==> config.mk <==
export PLATFORM = sky130hd
export DESIGN_NAME = param_sched_flat
export DESIGN_NICKNAME = d
export VERILOG_FILES = /design/src/rtl/param_sched_if.sv /design/src/rtl/param_sched.sv /design/src/flat_wrapper.sv
export SDC_FILE = /design/constraint.sdc
export NUM_CORES = 1
export LEC_CHECK = 0
export BUFFER_PORTS_ARGS = -buffer_cell sky130_fd_sc_hd__buf_4
export CAP_MARGIN = 20
export CORE_ASPECT_RATIO = 1.75
export CORE_MARGIN = 4
export CORE_UTILIZATION = 30
export DETAILED_ROUTE_END_ITERATION = 10
export PLACE_DENSITY_LB_ADDON = 0.15
export SLEW_MARGIN = 20
export SYNTH_ARGS = -nofsm -noshare
export SYNTH_HDL_FRONTEND = slang
export SYNTH_SLANG_ARGS = --single-unit
==> constraint.sdc <==
create_clock -name clk -period 3.95 [get_ports clk]
set_input_delay 0.79 -clock clk [delete_from_list [all_inputs] [get_ports clk]]
set_output_delay 0.79 -clock clk [all_outputs]
set_load 0.005 [all_outputs]
==> src/rtl/param_sched_if.sv <==
// -----------------------------------------------------------------------------
// param_sched_if
// Bundle between the parameter-fetch sequencer and its neighbours.
// Signal names match the block's documented port list.
//
//   start, abort          : run control from the top-level control FSM
//   base_addr, count      : run range, latched on start
//   en_get_param          : enable to get_param
//   current_finish        : get_param finished the current set
//   position              : get_param execution position, captured on finish
//   item_valid/item_ready : result handshake to the downstream engine
//   item_idx/addr/pos     : result payload
//   busy, done, err       : run status
//
// Modports:
//   master : the sequencer itself (param_sched)
//   slave  : the surrounding control / get_param / downstream side
// -----------------------------------------------------------------------------
interface param_sched_if #(
    parameter int ADDR_W = 12
);
    logic              start;
    logic              abort;
    logic [ADDR_W-1:0] base_addr;
    logic [ADDR_W-1:0] count;
    logic              en_get_param;
    logic              current_finish;
    logic [3:0]        position;
    logic              item_valid;
    logic              item_ready;
    logic [ADDR_W-1:0] item_idx;
    logic [ADDR_W-1:0] item_addr;
    logic [3:0]        item_pos;
    logic              busy;
    logic              done;
    logic              err;

    modport master (
        input  start, abort, base_addr, count, current_finish, position, item_ready,
        output en_get_param, item_valid, item_idx, item_addr, item_pos, busy, done, err
    );

    modport slave (
        output start, abort, base_addr, count, current_finish, position, item_ready,
        input  en_get_param, item_valid, item_idx, item_addr, item_pos, busy, done, err
    );
endinterface

==> src/rtl/param_sched.sv <==
// -----------------------------------------------------------------------------
// param_sched
// Parameter-fetch sequencer. Walks base_addr .. base_addr+count-1, enables
// get_param once per set, waits for current_finish, then offers the captured
// (index, address, position) on a valid/ready handshake.
//
// Ports:
//   clk    : clock, rising edge
//   rst    : synchronous, active-high reset
//   ps_if  : param_sched_if.master (see interface file for signal list)
//
// Optional feature macro: PARAM_SCHED_TIMEOUT_EN
//   defined   -> TO_W-bit WAIT watchdog; expiry ends the run with done+err
//   undefined -> WAIT waits indefinitely, err tied low
//
// state  | meaning
// -------+------------------------------------------------------------
// IDLE   | no run; start sampled here
// LAUNCH | en_get_param raised; current_finish ignored (may be stale)
// WAIT   | en_get_param held; waiting for current_finish
// HAND   | item_valid held with stable payload until item_ready
// DONE   | one-cycle done pulse, then IDLE
// -----------------------------------------------------------------------------
module param_sched #(
    parameter int ADDR_W = 12,
    parameter int TO_W   = 8
) (
    input  logic          clk,
    input  logic          rst,
    param_sched_if.master ps_if
);

    typedef enum logic [2:0] {
        S_IDLE,
        S_LAUNCH,
        S_WAIT,
        S_HAND,
        S_DONE
    } state_t;

    state_t            state_q, state_d;
    logic [ADDR_W-1:0] base_q, base_d;
    logic [ADDR_W-1:0] count_q, count_d;
    logic [ADDR_W-1:0] idx_q, idx_d;
    logic [ADDR_W-1:0] item_idx_q, item_idx_d;
    logic [ADDR_W-1:0] item_addr_q, item_addr_d;
    logic [3:0]        item_pos_q, item_pos_d;
    logic              en_q, en_d;
    logic              valid_q, valid_d;
    logic              busy_q, busy_d;
    logic              done_q, done_d;

`ifdef PARAM_SCHED_TIMEOUT_EN
    logic [TO_W-1:0]   to_q, to_d;
    logic [TO_W-1:0]   to_inc;
    logic              err_q, err_d;

    assign to_inc = to_q + 1'b1;
`endif

    always_comb begin
        state_d     = state_q;
        base_d      = base_q;
        count_d     = count_q;
        idx_d       = idx_q;
        item_idx_d  = item_idx_q;
        item_addr_d = item_addr_q;
        item_pos_d  = item_pos_q;
`ifdef PARAM_SCHED_TIMEOUT_EN
        to_d        = to_q;
        err_d       = 1'b0;
`endif

        case (state_q)
            S_IDLE: begin
                if (ps_if.start) begin
                    if (ps_if.count != '0) begin
                        base_d  = ps_if.base_addr;
                        count_d = ps_if.count;
                        idx_d   = '0;
                        state_d = S_LAUNCH;
                    end else begin
                        state_d = S_DONE;
                    end
                end
            end
            S_LAUNCH: begin
`ifdef PARAM_SCHED_TIMEOUT_EN
                to_d    = '0;
`endif
                state_d = S_WAIT;
            end
            S_WAIT: begin
                if (ps_if.current_finish) begin
                    item_idx_d  = idx_q;
                    item_addr_d = base_q + idx_q;
                    item_pos_d  = ps_if.position;
                    state_d     = S_HAND;
                end
`ifdef PARAM_SCHED_TIMEOUT_EN
                // Expire on the WAIT cycle that would bring the count to all-ones.
                else if (to_inc == {TO_W{1'b1}}) begin
                    err_d   = 1'b1;
                    state_d = S_DONE;
                end else begin
                    to_d = to_inc;
                end
`endif
            end
            S_HAND: begin
                if (ps_if.item_ready) begin
                    if (idx_q == count_q - 1'b1) begin
                        state_d = S_DONE;
                    end else begin
                        idx_d   = idx_q + 1'b1;
                        state_d = S_LAUNCH;
                    end
                end
            end
            S_DONE: begin
                state_d = S_IDLE;
            end
            default: begin
                state_d = S_IDLE;
            end
        endcase

        if (ps_if.abort && (state_q != S_IDLE)) begin
            state_d = S_IDLE;
`ifdef PARAM_SCHED_TIMEOUT_EN
            err_d   = 1'b0;
`endif
        end

        // Outputs are registered images of the next state.
        en_d    = (state_d == S_LAUNCH) || (state_d == S_WAIT);
        valid_d = (state_d == S_HAND);
        busy_d  = (state_d != S_IDLE);
        done_d  = (state_d == S_DONE);
    end

    always_ff @(posedge clk) begin
        if (rst) begin
            state_q     <= S_IDLE;
            base_q      <= '0;
            count_q     <= '0;
            idx_q       <= '0;
            item_idx_q  <= '0;
            item_addr_q <= '0;
            item_pos_q  <= '0;
            en_q        <= 1'b0;
            valid_q     <= 1'b0;
            busy_q      <= 1'b0;
            done_q      <= 1'b0;
`ifdef PARAM_SCHED_TIMEOUT_EN
            to_q        <= '0;
            err_q       <= 1'b0;
`endif
        end else begin
            state_q     <= state_d;
            base_q      <= base_d;
            count_q     <= count_d;
            idx_q       <= idx_d;
            item_idx_q  <= item_idx_d;
            item_addr_q <= item_addr_d;
            item_pos_q  <= item_pos_d;
            en_q        <= en_d;
            valid_q     <= valid_d;
            busy_q      <= busy_d;
            done_q      <= done_d;
`ifdef PARAM_SCHED_TIMEOUT_EN
            to_q        <= to_d;
            err_q       <= err_d;
`endif
        end
    end

    assign ps_if.en_get_param = en_q;
    assign ps_if.item_valid   = valid_q;
    assign ps_if.item_idx     = item_idx_q;
    assign ps_if.item_addr    = item_addr_q;
    assign ps_if.item_pos     = item_pos_q;
    assign ps_if.busy         = busy_q;
    assign ps_if.done         = done_q;
`ifdef PARAM_SCHED_TIMEOUT_EN
    assign ps_if.err          = err_q;
`else
    assign ps_if.err          = 1'b0;
`endif

endmodule

==> src/flat_wrapper.sv <==
// flat-port wrapper written by rule: the top's interface ports become plain ports
module param_sched_flat 
#(
    parameter int ADDR_W = 12,
    parameter int TO_W   = 8
)
  (clk, rst, ps_if_start, ps_if_abort, ps_if_base_addr, ps_if_count, ps_if_current_finish, ps_if_position, ps_if_item_ready, ps_if_en_get_param, ps_if_item_valid, ps_if_item_idx, ps_if_item_addr, ps_if_item_pos, ps_if_busy, ps_if_done, ps_if_err);
  param_sched_if #(.ADDR_W(ADDR_W)) ps_if_i ();
  input  logic clk;
  input  logic rst;
  input wire logic [$bits(ps_if_i.start)-1:0] ps_if_start;
  input wire logic [$bits(ps_if_i.abort)-1:0] ps_if_abort;
  input wire logic [$bits(ps_if_i.base_addr)-1:0] ps_if_base_addr;
  input wire logic [$bits(ps_if_i.count)-1:0] ps_if_count;
  input wire logic [$bits(ps_if_i.current_finish)-1:0] ps_if_current_finish;
  input wire logic [$bits(ps_if_i.position)-1:0] ps_if_position;
  input wire logic [$bits(ps_if_i.item_ready)-1:0] ps_if_item_ready;
  output wire logic [$bits(ps_if_i.en_get_param)-1:0] ps_if_en_get_param;
  output wire logic [$bits(ps_if_i.item_valid)-1:0] ps_if_item_valid;
  output wire logic [$bits(ps_if_i.item_idx)-1:0] ps_if_item_idx;
  output wire logic [$bits(ps_if_i.item_addr)-1:0] ps_if_item_addr;
  output wire logic [$bits(ps_if_i.item_pos)-1:0] ps_if_item_pos;
  output wire logic [$bits(ps_if_i.busy)-1:0] ps_if_busy;
  output wire logic [$bits(ps_if_i.done)-1:0] ps_if_done;
  output wire logic [$bits(ps_if_i.err)-1:0] ps_if_err;
  assign ps_if_i.start = ps_if_start;
  assign ps_if_i.abort = ps_if_abort;
  assign ps_if_i.base_addr = ps_if_base_addr;
  assign ps_if_i.count = ps_if_count;
  assign ps_if_i.current_finish = ps_if_current_finish;
  assign ps_if_i.position = ps_if_position;
  assign ps_if_i.item_ready = ps_if_item_ready;
  assign ps_if_en_get_param = ps_if_i.en_get_param;
  assign ps_if_item_valid = ps_if_i.item_valid;
  assign ps_if_item_idx = ps_if_i.item_idx;
  assign ps_if_item_addr = ps_if_i.item_addr;
  assign ps_if_item_pos = ps_if_i.item_pos;
  assign ps_if_busy = ps_if_i.busy;
  assign ps_if_done = ps_if_i.done;
  assign ps_if_err = ps_if_i.err;
  param_sched #(.ADDR_W(ADDR_W), .TO_W(TO_W)) u_core (.clk(clk), .rst(rst), .ps_if(ps_if_i));
endmodule
==> results by group <==
Outcome
  • Status: finished, final reports clean

Floorplan
  • Chip height: 156.2 um
  • Core area: roughly 12000 sq um
  • Initial Util: between 30% and 40%
  • # rows: 53
  • Die X-Extent: 92.71 um
  • I/O pin count: 67
  • Die area: roughly 14000 sq um

Clock network
  • Clock buffer count from CTS: 9
  • Root Driver: clkbuf_16
  • Clock sinks: 71
  • Post-CTS setup buffer count: 0
  • Post_cts resized: 0
  • Worst-case clock buffer depth: 2
  • Clock-pin slew on the worst setup and hold paths: 60 ps
  • CTS tree: yes
  • Clock latency on the worst-skew pair: approximately 330 ps
  • H-tree depth: 3
  • Hold-fix buffers, CTS: 0

Logic synthesis
  • Top cells by area, synth: dfxtp_1 38%, nand2_1 11%, a21oi_1 7.6%
  • FF+latch count, synth: 71
  • Net Count, Synth: 520
  • EDFF count, synth: 0
  • Synthesis Warnings: 0
  • Synth cell count leaders: 109 x nand2_1, 71 x dfxtp_1, 57 x a21oi_1, 24 x clkbuf_1, 21 x nor2_1
  • Post-synthesis sequential area ratio: roughly 38%
  • Avg Inst Size Synth: 7.982 sq um
  • Asr flop ratio synth: 0%
  • Predominant post-synthesis flop cell: dfxtp_1
  • Yosys cell types: 55
  • Post-synth top area share: between 30 and 40%
  • Mapped cell area: 3767 sq um
  • Synthesized instance count: 472
  • Synth area leader: dfxtp_1
  • Most common cell in the netlist: nand2_1

Global routing
  • First-pass GRT wire length: 18330 um
  • Gr usage total: 16.34%
  • Vias in the first global route: 3584
  • Gr ovfl total: 0
  • Pin count of the biggest net entering global routing: 42
  • Initial antenna violation count: 0

Worst setup path
  • Worst endpoint data arrival time: 3090 ps
  • Startpoint class of the critical path: register
  • WS Path Type: register to register
  • Crit path max fanout: 11
  • Reg-to-Reg Start: u_core.count_q[0]
  • Worst R2R End: u_core.idx_q[3]
  • R2R depth: 9
  • CP Capture Type: register
  • Worst path required time: 4210 ps
  • R2R Setup Slk: 1120 ps

Timing
  • Setup violations, final: 0
  • RSZ-0062 raised after global routing: no
  • Slew Limit Headroom: 31.38%
  • Final Slew Violations: 0
  • Worst Max-Slew Pin Slew: 1028 ps
  • Endpoints failing hold: 0
  • Clock skew: 6.413 ps
  • Worst hold slack: 452.5 ps
  • Fin crit share: 71.54%
  • Setup TNS: 0 ps
  • Achievable Freq: 0.3539 GHz
  • Final critical-path required period: about 2800 ps

Routing
  • Initial drt markers: between 150 and 200
  • # DRC: 0
  • Routed Antenna Nets: 0
  • WL/cell: between 15 and 20 um
  • Vias per cell: roughly 5
  • Drt first pass iters: 6
  • Vias: 3484
  • WL final: 11380 um

Final layout
  • Fin util: 38.38%
  • Layout area overhead: 23.61%
  • Ant. Diodes: 0
  • Fillcell total: 1280
  • Fraction of layout cells with a size suffix above 1: 19.28%
  • Fin nets: 572

Placed design
  • Port bufs: 65
  • Detailed Place HPWL: 8520 um
  • Routability cong.: 0.7863

Min path
  • Hold Path Depth: 2
  • Hold Startpoint: u_core.ps_if.item_addr[6]
  • Worst Hold Class: register to register
  • Worst hold endpoint: u_core.ps_if.item_addr[6]

Run
  • Max-cap violations: 0

Power
  • P_leak: 0.001957 uW
  • PD cells: 381.4 nW/um^2
  • Worst VDD drop: 0.2469 mV
[critical path, cell delays in order (launching register included)]
cell       delay, ps
dfxtp_1          470
inv_1             80
ha_1             260
nor2b_1          180
and2_1           200
o22a_1           190
nor4_4           310
o2111ai_1        540
nand4_1          330
mux2i_1          190
[routing by layer]
layer	wire (um)	global-route usage [%]	vias up
li1	-	-	1755
met1	4283	16.21	1656
met2	6519	32.38	54
met3	333	3.463	19
met4	244	6.289	0
met5	0	0	-
[state kept, by name, summed over array words and instances, names as in the netlist]
name and cells:
u_core.ps_if.done 1, u_core.ps_if.item_addr 12, u_core.state_q 3, u_core.ps_if.item_valid 1, u_core.base_q 12, u_core.ps_if.busy 1
u_core.ps_if.en_get_param 1, u_core.ps_if.item_idx 12, u_core.ps_if.item_pos 4, u_core.idx_q 12, u_core.count_q 12
[per-stage QoR]
stage | area, sq um | power, uW | setup WS (ps) | std cells
detailed placement | 4365 | 990.5 | 1044 | 678
global route | 4657 | 1854 | 833.9 | 694
floorplan | 3767 | 916.2 | 1610 | 472
global placement | 4365 | 988.1 | 1072 | 678
finish | 4657 | 1776 | 1124 | 694
CTS | 4657 | 1800 | 1105 | 694
[power by group]
group | total, uW | internal [uW] | switching, uW
Clock | 803 | 503 | 300
Sequential | 760 | 737 | 23.8
Combinational | 213 | 94.9 | 118
[placed cells by master, fill, tap and decap left out, drive strengths merged, types with 6 or more instances in the layout]
cell type  instances
a21oi             57
and3              13
buf               70
clkbuf            12
dfxtp             71
ha                13
inv                8
mux2i             10
nand2            109
nand3             18
nor2              21
nor3              16
nor4               6
o21ai              6
or3               12
xnor2             12
xor2               9
[how the worst max path moves through the flow]
stage	start	end	slack, ps	cells past startpoint
global route	u_core.count_q[0]	u_core.idx_q[7]	830	9
floorplan	ps_if_count[7]	u_core.idx_q[10]	1610	8
CTS	u_core.count_q[0]	u_core.idx_q[7]	1110	9
global placement	ps_if_count[7]	u_core.idx_q[7]	1070	7
detailed placement	ps_if_count[0]	u_core.idx_q[9]	1040	7
finish	u_core.count_q[0]	u_core.idx_q[3]	1120	9
[logic make-up after synthesis]
kind of cell    Yosys count  share of synthesized area (%)
mux                      11                          2.956
other cells               1                        0.09954
fa+ha+maj                14                          4.849
xor+xnor                 21                          4.882
compound gates          100                          16.31
buf+inv                  37                          4.417
flops                    71                          37.73
simple gates            217                          28.76
[final cells by class]
class | instances | area [sq um] | area share [%]
Multi-Input combinational cell | 364 | 2182 | 46.86
Inverter | 8 | 30.03 | 0.6448
Clock buffer | 12 | 246.5 | 5.293
Clock inverter | 4 | 45.04 | 0.9672
Timing Repair Buffer | 70 | 525.5 | 11.28
Tap cell | 165 | 206.4 | 4.433
Sequential cell | 71 | 1421 | 30.52
No activity file was read; power rests on OpenSTA's default activity.
